===== src/rtl/mem_arb_pkg.sv =====
// Shared encodings for the unified-memory arbiter: FSM state, last-grant owner,
// default access latency and access-counter width.
package mem_arb_pkg;

    typedef enum logic [1:0] {
        IDLE     = 2'd0,
        CORE_ACC = 2'd1,
        DBG_ACC  = 2'd2,
        DONE     = 2'd3
    } state_t;

    typedef enum logic {
        GNT_CORE = 1'b0,
        GNT_DBG  = 1'b1
    } gnt_t;

    localparam int WAIT_CYCLES_DEFAULT = 2;
    // Wide enough for a load value of WAIT_CYCLES-1 with WAIT_CYCLES up to 15.
    localparam int CNT_W = 4;

endpackage


===== src/rtl/mem_wait_counter.sv =====
// Access-latency down-counter: load at grant, decrement each access cycle,
// zero flag marks the last access cycle.
module mem_wait_counter
    import mem_arb_pkg::*;
(
    input  logic             clk,
    input  logic             rst_n,
    input  logic             load,
    input  logic [CNT_W-1:0] load_val,
    input  logic             dec,
    output logic [CNT_W-1:0] count,
    output logic             zero
);

    // NOTE: sequential state is written with <= only, so every flop samples
    // pre-edge values regardless of process ordering.
    always_ff @(posedge clk or negedge rst_n) begin
        if (!rst_n) begin
            count <= '0;
        end else if (load) begin
            count <= load_val;
        end else if (dec && (count != '0)) begin
            count <= count - 1'b1;
        end
    end

    assign zero = (count == '0);

endmodule


===== src/rtl/mem_arbiter.sv =====
// Two-requester (core, debug/DMA) arbiter onto one fixed-latency memory port.
// Debug port and round-robin exist only when MEM_ARB_DBG_EN is defined.
module mem_arbiter
    import mem_arb_pkg::*;
#(
    parameter int WAIT_CYCLES = WAIT_CYCLES_DEFAULT,
    parameter int AW          = 32,
    parameter int DW          = 32
) (
    input  logic          clk,
    input  logic          Reset,
    input  logic          CoreReq,
    input  logic          CoreWe,
    input  logic [AW-1:0] CoreAdr,
    input  logic [DW-1:0] CoreWD,
    output logic [DW-1:0] CoreRD,
    output logic          CoreStall,
    input  logic          DbgReq,
    input  logic          DbgWe,
    input  logic [AW-1:0] DbgAdr,
    input  logic [DW-1:0] DbgWD,
    output logic [DW-1:0] DbgRD,
    output logic          DbgAck,
    output logic          MemEn,
    output logic          MemWE,
    output logic [AW-1:0] MemAdr,
    output logic [DW-1:0] MemWD,
    input  logic [DW-1:0] MemRD
);

    state_t           state_q, state_d;
    logic             cnt_load, cnt_dec, cnt_zero;
    logic [CNT_W-1:0] cnt;
    logic             grant_core, access, last_step, done_core;
    logic [AW-1:0]    adr_q;
    logic [DW-1:0]    wd_q;
    logic             we_q;
    logic [DW-1:0]    core_rd_q;

`ifdef MEM_ARB_DBG_EN
    gnt_t          last_gnt_q;
    logic          grant_dbg, dbg_wins;
    logic [DW-1:0] dbg_rd_q;

    // On a tie the requester not served last wins.
    assign dbg_wins   = DbgReq && (!CoreReq || (last_gnt_q == GNT_CORE));
    assign grant_dbg  = (state_q == IDLE) && dbg_wins;
    assign grant_core = (state_q == IDLE) && CoreReq && !dbg_wins;
    assign access     = (state_q == CORE_ACC) || (state_q == DBG_ACC);
    assign done_core  = (state_q == DONE) && (last_gnt_q == GNT_CORE);
    assign DbgAck     = (state_q == DONE) && (last_gnt_q == GNT_DBG);
    assign DbgRD      = dbg_rd_q;

    always_ff @(posedge clk or negedge Reset) begin
        if (!Reset) begin
            last_gnt_q <= GNT_DBG;
            dbg_rd_q   <= '0;
        end else begin
            if (grant_core) begin
                last_gnt_q <= GNT_CORE;
            end else if (grant_dbg) begin
                last_gnt_q <= GNT_DBG;
            end
            if ((state_q == DBG_ACC) && cnt_zero && !we_q) begin
                dbg_rd_q <= MemRD;
            end
        end
    end
`else
    logic unused_dbg;

    assign unused_dbg = ^{DbgReq, DbgWe, DbgAdr, DbgWD};
    assign grant_core = (state_q == IDLE) && CoreReq;
    assign access     = (state_q == CORE_ACC);
    assign done_core  = (state_q == DONE);
    assign DbgAck     = 1'b0;
    assign DbgRD      = '0;
`endif

    assign last_step = access && cnt_zero;

    mem_wait_counter u_wait_counter (
        .clk      (clk),
        .rst_n    (Reset),
        .load     (cnt_load),
        .load_val (CNT_W'(WAIT_CYCLES - 1)),
        .dec      (cnt_dec),
        .count    (cnt),
        .zero     (cnt_zero)
    );

    always_ff @(posedge clk or negedge Reset) begin
        if (!Reset) begin
            state_q <= IDLE;
        end else begin
            state_q <= state_d;
        end
    end

    // NOTE: every always_comb output gets a default first, so no path can
    // leave a value unassigned and infer a latch.
    always_comb begin
        state_d  = state_q;
        cnt_load = 1'b0;
        cnt_dec  = 1'b0;
        case (state_q)
            IDLE: begin
                if (grant_core) begin
                    state_d  = CORE_ACC;
                    cnt_load = 1'b1;
`ifdef MEM_ARB_DBG_EN
                end else if (grant_dbg) begin
                    state_d  = DBG_ACC;
                    cnt_load = 1'b1;
`endif
                end
            end
`ifdef MEM_ARB_DBG_EN
            CORE_ACC, DBG_ACC: begin
`else
            CORE_ACC: begin
`endif
                if (cnt_zero) begin
                    state_d = DONE;
                end else begin
                    cnt_dec = 1'b1;
                end
            end
            DONE:    state_d = IDLE;
            default: state_d = IDLE;
        endcase
    end

    // Requester inputs are only looked at on the grant edge.
    always_ff @(posedge clk or negedge Reset) begin
        if (!Reset) begin
            adr_q     <= '0;
            wd_q      <= '0;
            we_q      <= 1'b0;
            core_rd_q <= '0;
        end else begin
            if (grant_core) begin
                adr_q <= CoreAdr;
                wd_q  <= CoreWD;
                we_q  <= CoreWe;
`ifdef MEM_ARB_DBG_EN
            end else if (grant_dbg) begin
                adr_q <= DbgAdr;
                wd_q  <= DbgWD;
                we_q  <= DbgWe;
`endif
            end
            if ((state_q == CORE_ACC) && cnt_zero && !we_q) begin
                core_rd_q <= MemRD;
            end
        end
    end

    assign MemEn     = access;
    assign MemWE     = last_step && we_q;
    assign MemAdr    = adr_q;
    assign MemWD     = wd_q;
    assign CoreRD    = core_rd_q;
    assign CoreStall = CoreReq && !done_core;

endmodule

===== config.mk =====
export PLATFORM = sky130hd
export DESIGN_NAME = mem_arbiter
export DESIGN_NICKNAME = d
export VERILOG_FILES = /design/src/rtl/mem_arb_pkg.sv /design/src/rtl/mem_wait_counter.sv /design/src/rtl/mem_arbiter.sv
export SDC_FILE = /design/constraint.sdc
export NUM_CORES = 1
export LEC_CHECK = 0
export CAP_MARGIN = 20
export CORE_MARGIN = 2
export CORE_UTILIZATION = 30
export CTS_BUF_LIST = sky130_fd_sc_hd__clkbuf_4
export DETAILED_ROUTE_END_ITERATION = 7
export PLACE_DENSITY = 0.74
export SYNTH_ARGS = -nofsm -noshare
export SYNTH_HDL_FRONTEND = slang
export SYNTH_SLANG_ARGS = --single-unit

===== constraint.sdc =====
create_clock -name clk -period 2.8 [get_ports clk]
set_clock_uncertainty 0.1 [all_clocks]
set_input_delay 0.56 -clock clk [delete_from_list [all_inputs] [get_ports clk]]
set_output_delay 0.56 -clock clk [all_outputs]
set_load 0.02 [all_outputs]

==> impl_metrics.tcl <==
set metrics [dict create \
    portBuffers 198 \
    insertion_delay_ns 0.43 \
    outcome "finished clean" \
    worstMarginPinSlew_ns 0.580 \
    synthesis.area_per_instance_um2 15.7 \
    avgViaCountPerCell 4.25 \
    post_dp_hpwl_um 6910 \
    grt_overflow 0 \
    core-area_um2 14000 \
    layout.cells.most_common "sky130_fd_sc_hd__clkdlybuf4s50_1" \
    synth_area_um2 4330 \
    power.ir.vdd_worst_v 0.000507 \
    post_route_cells_drive_above_1_share_pct 25.1 \
    cp.arrival_ns 1.94 \
    netlist-cell-type-count 26 \
    grt_pass1_wl_um 14300 \
    row_count 43 \
    clockBufferDepth 2 \
    filler_cell_count 1260 \
    timing.max_cap.violations 0 \
    n_antenna_cell 0 \
    drt.antenna.violating_nets 0 \
    final_max_slew_viol_count 0 \
    post-layout-total-power_w 0.00750 \
    hold_viol_final 0 \
    number_of_synthesis_warnings 0 \
    worst_path_max_delay_cell "sky130_fd_sc_hd__dfrtp_1" \
    criticalPathCategory "register to primary output" \
    synth_top_flop_cell "sky130_fd_sc_hd__dfrtp_1" \
    power_per_cell_area_nw_per_um2 1150 \
    fp.dieArea_um2 15400 \
    critical_path.max_fanout 4 \
    achievable-frequency_mhz 384 \
    layout_common_cells "196 x sky130_fd_sc_hd__clkdlybuf4s50_1, 103 x sky130_fd_sc_hd__dfrtp_1, 67 x sky130_fd_sc_hd__mux2_2" \
    path_buf_inv 2 \
    drtPass1Iterations 3 \
    finalWirelength_um 9320 \
    relSlewSlack_pct 61.3 \
    fin_crit_ns 2.60 \
    grt_setup_unrepaired "false" \
    p_leak_nw 2.83 \
    synth.yosys.seq_area_share_pct 59.6 \
    largest_net_degree_at_the_start_of_global_routing 54 \
    global_route.usage.total_pct 12.0 \
    numCtsBuffers 9 \
    cts.repair_timing.setup_buffer_count 0 \
    post_synth_inst_count 275 \
    final_cell_count_no_fill 659 \
    floorplan.die.height_um 124 \
    critical-path-max-stage-delay_ns 0.43 \
    number_of_global_route_vias_before_repair 3004 \
    design.final.nets 646 \
    route.vias.total 2802 \
    cts_tree "yes" \
    startpoint_type "register" \
    globalplace.congestion 0.703 \
    cts.reportedPaths.clkPinSlew_ns 0.14 \
    syn2layout_area_growth_pct 50.2 \
    detail_route.iter0.violations 43 \
    critical_path.cell_chain "inv_1, ha_1, nor3b_4, and3_1, dlygate4sd2_1" \
    synth-edff-count 0 \
    hold_ws_ns 0.418 \
    final_routed_drc_violation_total 0 \
    number_of_antenna_violations_at_the_first_check_in_global_routing 0 \
    final-setup-viol-count 0 \
    synth_async_sr_flop_share_pct 100 \
    dpl.cell_count 646 \
    summed_negative_setup_slack_over_all_endpoints_ns 0 \
    number_of_levels_in_the_clock_h_tree 3 \
    worst_hold_path_type "register to register" \
    die-width_um 124 \
    cts-root-buf "sky130_fd_sc_hd__clkbuf_4" \
    synth_seq_cells 103 \
    floorplan.initialDensity_pct 30.9 \
    clkSinkCount 103 \
    critPathRequiredTime_ns 2.14 \
    boundaryPins 298 \
    route.detailed.wl_per_inst_um 14.1 \
    critical_path.endpoint_type "primary output" \
    timing.critical_path.max_delay_family "buffers and inverters" \
    min_period_over_period_pct 92.9 \
]
cells in the mapped netlist (all sizes together), types with 2 or more instances:
| cell | instances | area [um^2] |
|---|---|---|
| clkbuf | 4 | 15.0 |
| ha | 2 | 25.0 |
| dfrtp | 103 | 2580 |
| or3 | 3 | 18.8 |
| nand3 | 2 | 10.0 |
| nor3b | 2 | 15.0 |
| a21oi | 2 | 10.0 |
| or4 | 2 | 16.3 |
| inv | 4 | 15.0 |
| mux2 | 97 | 1200 |
| buf | 40 | 334 |
| o21ai | 2 | 10.0 |
| nor2 | 4 | 15.0 |
logic make-up (layout without fill, tap and decap cells):
| group | Yosys count | count (layout) | synth area share [%] |
|---|---|---|---|
| flops | 103 | 103 | 59.6 |
| simple gates | 17 | 17 | 2.49 |
| other cells | 1 | 33 | 0.0867 |
| compound gates | 7 | 7 | 0.984 |
| mux | 97 | 97 | 27.9 |
| buf+inv | 48 | 220 | 8.42 |
| fa+ha+maj | 2 | 2 | 0.578 |
power breakdown:
part           total [W]  internal [W]  switching [W]
sequential       0.00268       0.00225       0.000431
combinational    0.00413       0.00231        0.00182
clock           0.000688      0.000250       0.000438
metal layers:
layer  vias to the layer above  global-route usage [%]  part of all wire [%]
met3                        13                    5.40                    13
met1                      1341                    13.5                    40
li1                       1287                       -                     -
met2                       161                    19.5                    46
met5                         -                       0                     0
met4                         0                    5.83                   1.8
registers in the layout, summed over array words and instances (netlist names):
signal / cells
CoreRD: 32
MemAdr: 32
MemWD: 32
u_wait_counter.count: 4
state_q: 2
we_q: 1
through the flow:
step	setup WS, ns	cell area [um^2]	utilization [%]
2_1_floorplan	0.686	4450	-
3_3_place_gp	0.238	6370	45.5
3_5_place_dp	0.246	6370	45.5
4_1_cts	0.125	6490	46.4
5_1_grt	0.0278	6500	46.4
6_report	0.198	6500	46.4
what timing repair did:
| action | in CTS | in global routing |
|---|---|---|
| pin swaps | 0 | 0 |
| hold endpoints to repair | 28 | 0 |
| resized for setup | 2 | 1 |
| hold buffers | 1 | 0 |
| setup endpoints to repair | 1 | 1 |
area by class of cell:
| cell class | count | area [um^2] | area share (%) |
|---|---|---|---|
| Clock buffer | 9 | 67.6 | 1.04 |
| Sequential cell | 103 | 2580 | 39.7 |
| Tap cell | 180 | 225 | 3.47 |
| Multi-Input combinational cell | 156 | 1520 | 23.4 |
| Clock inverter | 3 | 38.8 | 0.597 |
| Inverter | 4 | 15.0 | 0.231 |
| Timing Repair Buffer | 204 | 2050 | 31.6 |
worst paths after layout:
check	start	end	slack, ns	cells past startpoint
setup / recovery	u_wait_counter.count[0]	MemWE	0.20	5
hold / removal	state_q[1]	state_q[0]	0.42	1
setup reg to reg	u_wait_counter.count[0]	CoreRD[28]	0.33	6
hold reg to reg	state_q[1]	state_q[0]	0.42	1
max in group asynchronous	Reset	MemAdr[6]	1.47	3
min in group asynchronous	Reset	MemAdr[23]	0.46	2
Power figures use the tool's default switching activity.
